## config.mk

```make
export PLATFORM = sky130hd
export DESIGN_NAME = rom_arbiter
export DESIGN_NICKNAME = d
export VERILOG_FILES = /design/src/rtl/rom_arb_pkg.sv /design/src/rtl/rom_resp_fifo2.sv /design/src/rtl/rom_arbiter.sv
export SDC_FILE = /design/constraint.sdc
export NUM_CORES = 1
export LEC_CHECK = 0
export ABC_AREA = 1
export CAP_MARGIN = 25
export CELL_PAD_IN_SITES_DETAIL_PLACEMENT = 2
export CELL_PAD_IN_SITES_GLOBAL_PLACEMENT = 2
export CORE_MARGIN = 8
export CORE_UTILIZATION = 34
export DETAILED_ROUTE_END_ITERATION = 6
export GPL_ROUTABILITY_DRIVEN = 0
export PLACE_DENSITY_LB_ADDON = 0.1
export RECOVER_POWER = 100
export SYNTH_ARGS = -nofsm -noshare
export SYNTH_HDL_FRONTEND = slang
export SYNTH_HIERARCHICAL = 1
export SYNTH_SLANG_ARGS = --single-unit
```

## constraint.sdc

```tcl
create_clock -name clk -period 4.1 [get_ports clk]
set_input_delay 0.615 -clock clk [delete_from_list [all_inputs] [get_ports clk]]
set_output_delay 0.615 -clock clk [all_outputs]
set_load 0.005 [all_outputs]
```

## src/rtl/rom_arb_pkg.sv

```systemverilog
// rtl/rom_arb_pkg.sv - shared constants and port index type for the two-port ROM arbiter
package rom_arb_pkg;
  localparam int NumPorts = 2;
  typedef logic [$clog2(NumPorts)-1:0] port_idx_t;
endpackage

```

## src/rtl/rom_resp_fifo2.sv

```systemverilog
// rtl/rom_resp_fifo2.sv - two-entry response FIFO; head is forced to zero while empty
module rom_resp_fifo2 #(
  parameter int DataWidth = 33
) (
  input  logic                 clk,
  input  logic                 rst_n,
  input  logic                 push,
  input  logic [DataWidth-1:0] push_data,
  input  logic                 pop,
  output logic [1:0]           count,
  output logic                 head_valid,
  output logic [DataWidth-1:0] head_data
);
  logic [DataWidth-1:0] mem [2];
  logic                 wr_ptr;
  logic                 rd_ptr;
  logic                 pop_ok;

  assign head_valid = (count != 2'd0);
  assign pop_ok     = pop & head_valid;
  assign head_data  = head_valid ? mem[rd_ptr] : '0;

  // The arbiter's eligibility rule guarantees push never lands on a full FIFO.
  always_ff @(posedge clk or negedge rst_n) begin
    if (!rst_n) begin
      mem[0] <= '0;
      mem[1] <= '0;
      wr_ptr <= 1'b0;
      rd_ptr <= 1'b0;
      count  <= 2'd0;
    end else begin
      if (push) begin
        mem[wr_ptr] <= push_data;
        wr_ptr      <= ~wr_ptr;
      end
      if (pop_ok) begin
        rd_ptr <= ~rd_ptr;
      end
      count <= count + 2'(push) - 2'(pop_ok);
    end
  end
endmodule

```

## src/rtl/rom_arbiter.sv

```systemverilog
// rtl/rom_arbiter.sv - round-robin sharing of one synchronous ROM read port between two requesters
module rom_arbiter
  import rom_arb_pkg::*;
#(
  parameter  int Width     = 32,
  parameter  int Depth     = 32,
  localparam int AddrWidth = $clog2(Depth)
) (
  input  logic                          clk,
  input  logic                          rst_n,
  input  logic [1:0]                    req_valid,
  input  logic [1:0][AddrWidth-1:0]     req_addr,
  output logic [1:0]                    req_ready,
  output logic [1:0]                    resp_valid,
  output logic [1:0][Width-1:0]         resp_data,
  output logic [1:0]                    resp_err,
  input  logic [1:0]                    resp_ready,
  output logic [AddrWidth-1:0]          rom_addr,
  input  logic [Width-1:0]              rom_data
);
  localparam logic [AddrWidth:0] DepthW = (AddrWidth+1)'(Depth);

  logic [NumPorts-1:0] inflight;
  logic [NumPorts-1:0] eligible;
  logic [NumPorts-1:0] cand;
  logic [NumPorts-1:0] grant;
  logic [NumPorts-1:0] pop;
  logic [1:0]          count [NumPorts];
  logic [Width:0]      head  [NumPorts];
  port_idx_t           rr_ptr;
  port_idx_t           gnt_idx;
  logic                last_err;

  always_comb begin
    pop      = '0;
    eligible = '0;
    grant    = '0;
    gnt_idx  = '0;
    for (int i = 0; i < NumPorts; i++) begin
      pop[i]      = resp_valid[i] & resp_ready[i];
      eligible[i] = ({1'b0, count[i]} + {2'b00, inflight[i]}) < (3'd2 + {2'b00, pop[i]});
    end
    // Grants are suppressed during reset so nothing is launched toward the ROM.
    cand = req_valid & eligible & {NumPorts{rst_n}};
    if (cand[0] && cand[1]) begin
      gnt_idx = rr_ptr;
    end else if (cand[1]) begin
      gnt_idx = port_idx_t'(1);
    end
    if (|cand) begin
      grant[gnt_idx] = 1'b1;
    end
    rom_addr  = (|cand) ? req_addr[gnt_idx] : '0;
    req_ready = grant;
  end

  always_ff @(posedge clk or negedge rst_n) begin
    if (!rst_n) begin
      rr_ptr   <= '0;
      inflight <= '0;
      last_err <= 1'b0;
    end else begin
      inflight <= grant;
      last_err <= ({1'b0, rom_addr} >= DepthW);
      if (|grant) begin
        rr_ptr <= ~gnt_idx;
      end
    end
  end

  for (genvar i = 0; i < NumPorts; i++) begin : g_port
    rom_resp_fifo2 #(.DataWidth(Width + 1)) u_fifo (
      .clk        (clk),
      .rst_n      (rst_n),
      .push       (inflight[i]),
      .push_data  ({last_err, rom_data}),
      .pop        (pop[i]),
      .count      (count[i]),
      .head_valid (resp_valid[i]),
      .head_data  (head[i])
    );
    assign resp_err[i]  = head[i][Width];
    assign resp_data[i] = head[i][Width-1:0];
  end
endmodule

```

Yosys cells after proc, flatten, opt, wreduce, memory -nomap -nowiden. Index checks and enable logic that the tools add are counted.

Register bits: 143. Latch bits: 0. Memory bits (writable): 0. Bits in read-only memories: 0. Input port bits: 48. Output and inout port bits: 75. Word-level logic and storage cells: 75. Memories: 0.

$add $sub $neg: 8. Multiply operators: 0. Div/mod/pow operators: 0. Order comparisons: 10. Equal/unequal tests: 0. Shifts and indexed selects: 0. Muxes and demuxes: 22. Bitwise gates (word level): 15. Reduce and logical (&&, ||, !) cells: 8.

Operators with widths (number): 2-to-1 mux 33 bit (10); bitwise mux 66 bit (2); demux 33 bit (select 1 bit) (2); 2-to-1 mux 5 bit (3); >= comparator 2 bit (second input constant) (4); NOT 1 -> 2 bit (4); adder 2 x 1 -> 3 bit (2); adder 2 x 1 -> 3 bit (first input constant) (2); less-than comparator 3 bit (2); NOT 1 bit (5); adder 2 x 1 -> 2 bit (2); bitwise AND 1 bit (4); bitwise AND 2 bit (2); logical AND 1 bit (4); less-than comparator 2 x 1 -> 1 bit (second input constant) (2); nonzero test 2 bit (2); OR reduction 2 bit (2); subtractor 2 x 1 -> 2 bit (2); 2-to-1 mux 1 bit (3); less-than comparator 1 x 2 -> 1 bit (second input constant) (1); 2-to-1 mux 2 bit (1); demux 1 bit (select 1 bit) (1); >= comparator 1 bit (second input constant) (1).

Longest topological paths before layout.
Depth in word-level cells: 14. Depth in mapped cells: 12. Depth with buffers taken out: 12.

Modules after synthesis. The synthesis kept the hierarchy.

Modules (own cells, without submodules): rom_resp_fifo2 (instances 2, cells an instance 385, area an instance 3239.4 um^2, sequential area each 1751.7 um^2); rom_arbiter (instances 1, cells an instance 49, area an instance 366.6 um^2, sequential area each 75.1 um^2).

Least setup slack after synthesis. Ideal clock, no wire load.

Kind: register to output. Start point: reg inflight[1]. End point: out rom_addr[0]. Data arrival time: 1.273 ns. Required time: 3.485 ns. Slack: 2.212 ns. Stages on the path, launching flop included: 6. Path buffers: 0. Path through: dfrtp_1 > ha_1 > ha_1 > a21oi_4 > nand3_1 > nand2_1.

Cells in the longest elaborated chain, start to end: 9. Elaborated cells between the ends (all ways): 11. Those cells by class: add/sub: 1; order compare: 1; mux: 5; bitwise: 2; reduce/logical: 2.

Ends and longest elaborated chain: start: declaration (RTL line rom_arbiter.sv:23) `logic [NumPorts-1:0] inflight;`; start signal: assignment (RTL line rom_arbiter.sv:63) `inflight <= grant;`; adder 2 x 1 -> 3 bit (*) (RTL line rom_arbiter.sv:41) `eligible[i] = ({1'b0, count[i]} + {2'b00, inflight[i]}) < (3'd2 + {2'b00, pop[i]});`; less-than comparator 3 bit (*) (RTL line rom_arbiter.sv:41); bitwise AND 2 bit (*) (2 in a row) (RTL line rom_arbiter.sv:44) `cand = req_valid & eligible & {NumPorts{rst_n}};`; 2-to-1 mux 1 bit / logical AND 1 bit (equally long branches) (RTL line rom_arbiter.sv:47, rom_arbiter.sv:45); 2-to-1 mux 1 bit (RTL line rom_arbiter.sv:45) `if (cand[0] && cand[1]) begin`; 2-to-1 mux 5 bit (implied by the code) (2 in a row) (RTL line rom_arbiter.sv:53) `rom_addr = (|cand) ? req_addr[gnt_idx] : '0;`; 2-to-1 mux 5 bit (*) (RTL line rom_arbiter.sv:53); end: declaration (RTL line rom_arbiter.sv:18) `output logic [AddrWidth-1:0] rom_addr,`.

Mark *: on every way between the ends. The rest lies on a longest branch, timed or not. The select of a mux whose other input is x is not followed.

==> results.cfg <==
[global_routing]
overflow = 0
grt_pass1_wl_um = 37700
track_usage_pct = 19.8
antenna_found_initial = 0
grt_pass1_vias = 6942
grt_max_degree = 71
grtUsageMet3_pct = 4.72
grt_use_met2_pct = 36.7
grt_use_met1_pct = 21.5
busiest_layer = met2

[worst_setup_path]
critPathMaxStageDelay_ps = 950
worst-path-max-fanout = 33
r2r_slack_ps = 1040
timing.rr.end = g_port[1].u_fifo/mem[12]
cp_top_family = buffers and inverters
critPathLaunchType = register
cp_num_buf_inv = 3
critPathMostFrequentCell = inv_1
cp_cell_sequence = inv_1, nand2_1, inv_1, a21oi_1, dlygate4sd3_1
critPathRequiredTime_ps = 3480
ff2ff_path_depth = 3
cp-end-kind = output pin
crit_arrival_ps = 2930
path_class = register to output pin
slowest_stage = inv_1
r2r-start = inflight[1]

[sta]
finalCritPeriodShare_pct = 86.4
slew_violations = 247
setup_tns_ps = 0
slew_headroom_pct = -38.2
min_period_ps = 3540
hold_viol = 0
fmax_ghz = 0.282
rsz0062_at_grt = false
finalSetupViolCount = 0
tightestPinTransition_ps = 2070
finClkSkew_ps = 7.31

[min_path]
hold_class = primary input to asynchronous set/reset pin

[clock_tree]
htree_levels = 4
cts_setup_buffers = 0
clk_path_buf_depth = 2
post_cts_resized = 0
cts_buffers = 17
clockRootBuffer = clkbuf_16
clk_latency_ps = 420
cts_tree = built
clock_sink_count = 143
hold_buffers = 0
path_clk_slew_ps = 60

[detailed_routing]
drt-total-wl_um = 23200
num_vias = 5880
drtIter0Drc = 279
dr.pass1.iters = 4
routedWlPerCell_um = 19.3
drcViolationCount = 0
via_per_inst = 4.89
ant_nets = 0

[power_and_ir_drop]
cellPowerDensity_nw_per_um2 = 857
switchingPower_uw = 2790
ir_worst_vdd_mv = 0.347
power_frac_comb_pct = 41.6
seqPwrFrac_pct = 35.2
switching_share_pct = 37.9
pwr-share-clk_pct = 23.2
p_int_uw = 4560
leakage_uw = 0.00430

[synth]
yosysTopAreaCellShare_pct = 52.3
synth_simple_gate_area_share_pct = 18.6
syn-mean-instance-area_um2 = 8.36
synth_top_family_by_area = simple AND/OR/NAND/NOR gates
syn_area_um2 = 6850
synthXorXnorAreaFrac_pct = 0
synth_cells = 819
yosysSeqAreaShare_pct = 52.3
muxShareOfSynthArea_pct = 0
synth_top_cell_by_area = dfrtp_1
synth_edf_count = 0
ys_ff_latch = 143
post_synth_num_cell_types = 21
ys_warn_count = 6
netlist_top_cells_area = dfrtp_1 52%, nand2_1 16%, inv_1 4.9%
yosysMostFrequentCell = nand2_1
synth_top_cells_by_count = 299 x nand2_1, 143 x dfrtp_1, 90 x inv_1
async_flop_share_pct = 100
ys.flop_type = dfrtp_1
synth-adder-area-share_pct = 1.46
synth_compound_area_share_pct = 16.5

[final_layout]
final_cell_area_um2 = 8580
seqCellArea_um2 = 3580
nNetsFinal = 977
antenna_cells = 0
area_growth_pct = 25.3
drive_gt1_share_pct = 4.72
multi_input_comb_area_um2 = 2390
fillers = 2277

[status]
status = complete, but fails checks
failed_checks = max-capacitance violations, max-slew violations

[placed_design]
hpwl_um = 16300
dpl_cell_area_um2 = 8080
portBuffers = 122

[floorplanning]
ios = 123
rows = 52
start_util_pct = 34.3
die_h_um = 158
core_region_area_um2 = 20000
fp.dieW_um = 158
dieArea_um2 = 24900

[flow_run]
cap_violations = 5
[cell type report]
class	count	share of cell area, %
inverters	97	4.27
flip-flops and latches	143	41.7
clock inverters	11	2.19
well taps	270	3.94
multi-input cells	532	27.9
clock buffers	20	5.32
repair buffers	130	14.7
[cell families after synthesis]
family                     after synthesis
and+or+nand+nor                        321
AOI/OAI and AO/OA                      201
buffers and inverters                  145
DFF                                    143
adders and majority gates                8
other                                    1
[registers in the layout (all words and copies together) (netlist names)]
register / flops
g_port.u_fifo/wr_ptr: 2
rr_ptr: 1
g_port.u_fifo/mem: 132
inflight: 2
g_port.u_fifo/count: 4
g_port.u_fifo/rd_ptr: 2
[power by group through the flow]
stage / Clock [uW] / Combinational, uW / Sequential, uW
6_report: 1700 / 3060 / 2590
5_1_grt: 1800 / 3510 / 2670
4_1_cts: 1740 / 3520 / 2600
3_5_place_dp: 0 / 3470 / 2600
3_3_place_gp: 0 / 3280 / 2530
2_1_floorplan: 0 / 1940 / 2410
[cells in the final DEF (no fill, tap or decap)]
cell and instances:
nand2_1 301, dfrtp_1 143, o21ai_0 129, inv_1 91
dlygate4sd3_1 73, a21oi_1 67, clkdlybuf4s50_1 48, clkbuf_16 17
nand3_1 16, ha_1 8, clkbuf_1 6, bufinv_16 5
clkinv_2 5, nand3_2 3, clkinv_1 3, clkinvlp_4 3
clkbuf_8 2, o21ai_1 2, o21ai_2 2, conb_1 2
buf_4 2, nand3_4 1, a21oi_4 1, inv_2 1
buf_6 1, clkbuf_2 1
[worst max path at each step]
stage / cells past startpoint / end / start / slack (ps)
2_1_floorplan: 5 / rom_addr[0] / inflight[1] / 2210
3_3_place_gp: 6 / req_ready[1] / resp_ready[1] / 1300
3_5_place_dp: 6 / rom_addr[2] / resp_ready[1] / 1230
4_1_cts: 4 / resp_data[29] / g_port[0].u_fifo/rd_ptr / 870
5_1_grt: 5 / resp_data[58] / g_port[1].u_fifo/count[1] / 350
6_report: 5 / resp_data[56] / g_port[1].u_fifo/count[1] / 560
[routing by layer]
metal / share of wire, % / vias to the layer above
met1: 39 / 2973
met3: 4.3 / 26
met4: 2.1 / 0
met2: 54 / 116
li1: - / 2765
met5: 0 / -
[worst reg2reg max path, cell delays in order, from the launching register on]
cell and delay, ps:
dfrtp_1 410, nand2_1 500, clkbuf_1 1540, o21ai_0 380
[metrics by stage]
step / std cells / power [uW] / util (%) / worst slack [ps] / hold slack [ps]
final: 1203 / 7350 / 42.9 / 558 / 105
after global routing: 1203 / 7980 / 42.9 / 353 / 113
after CTS: 1203 / 7860 / 43.7 / 865 / 107
after detailed placement: 1172 / 6070 / 40.4 / 1230 / 477
after global placement: 1172 / 5810 / 40.4 / 1300 / 465
after floorplan: 820 / 4360 / - / 2210 / 319
Note: power is estimated with default switching activity, not from simulation.
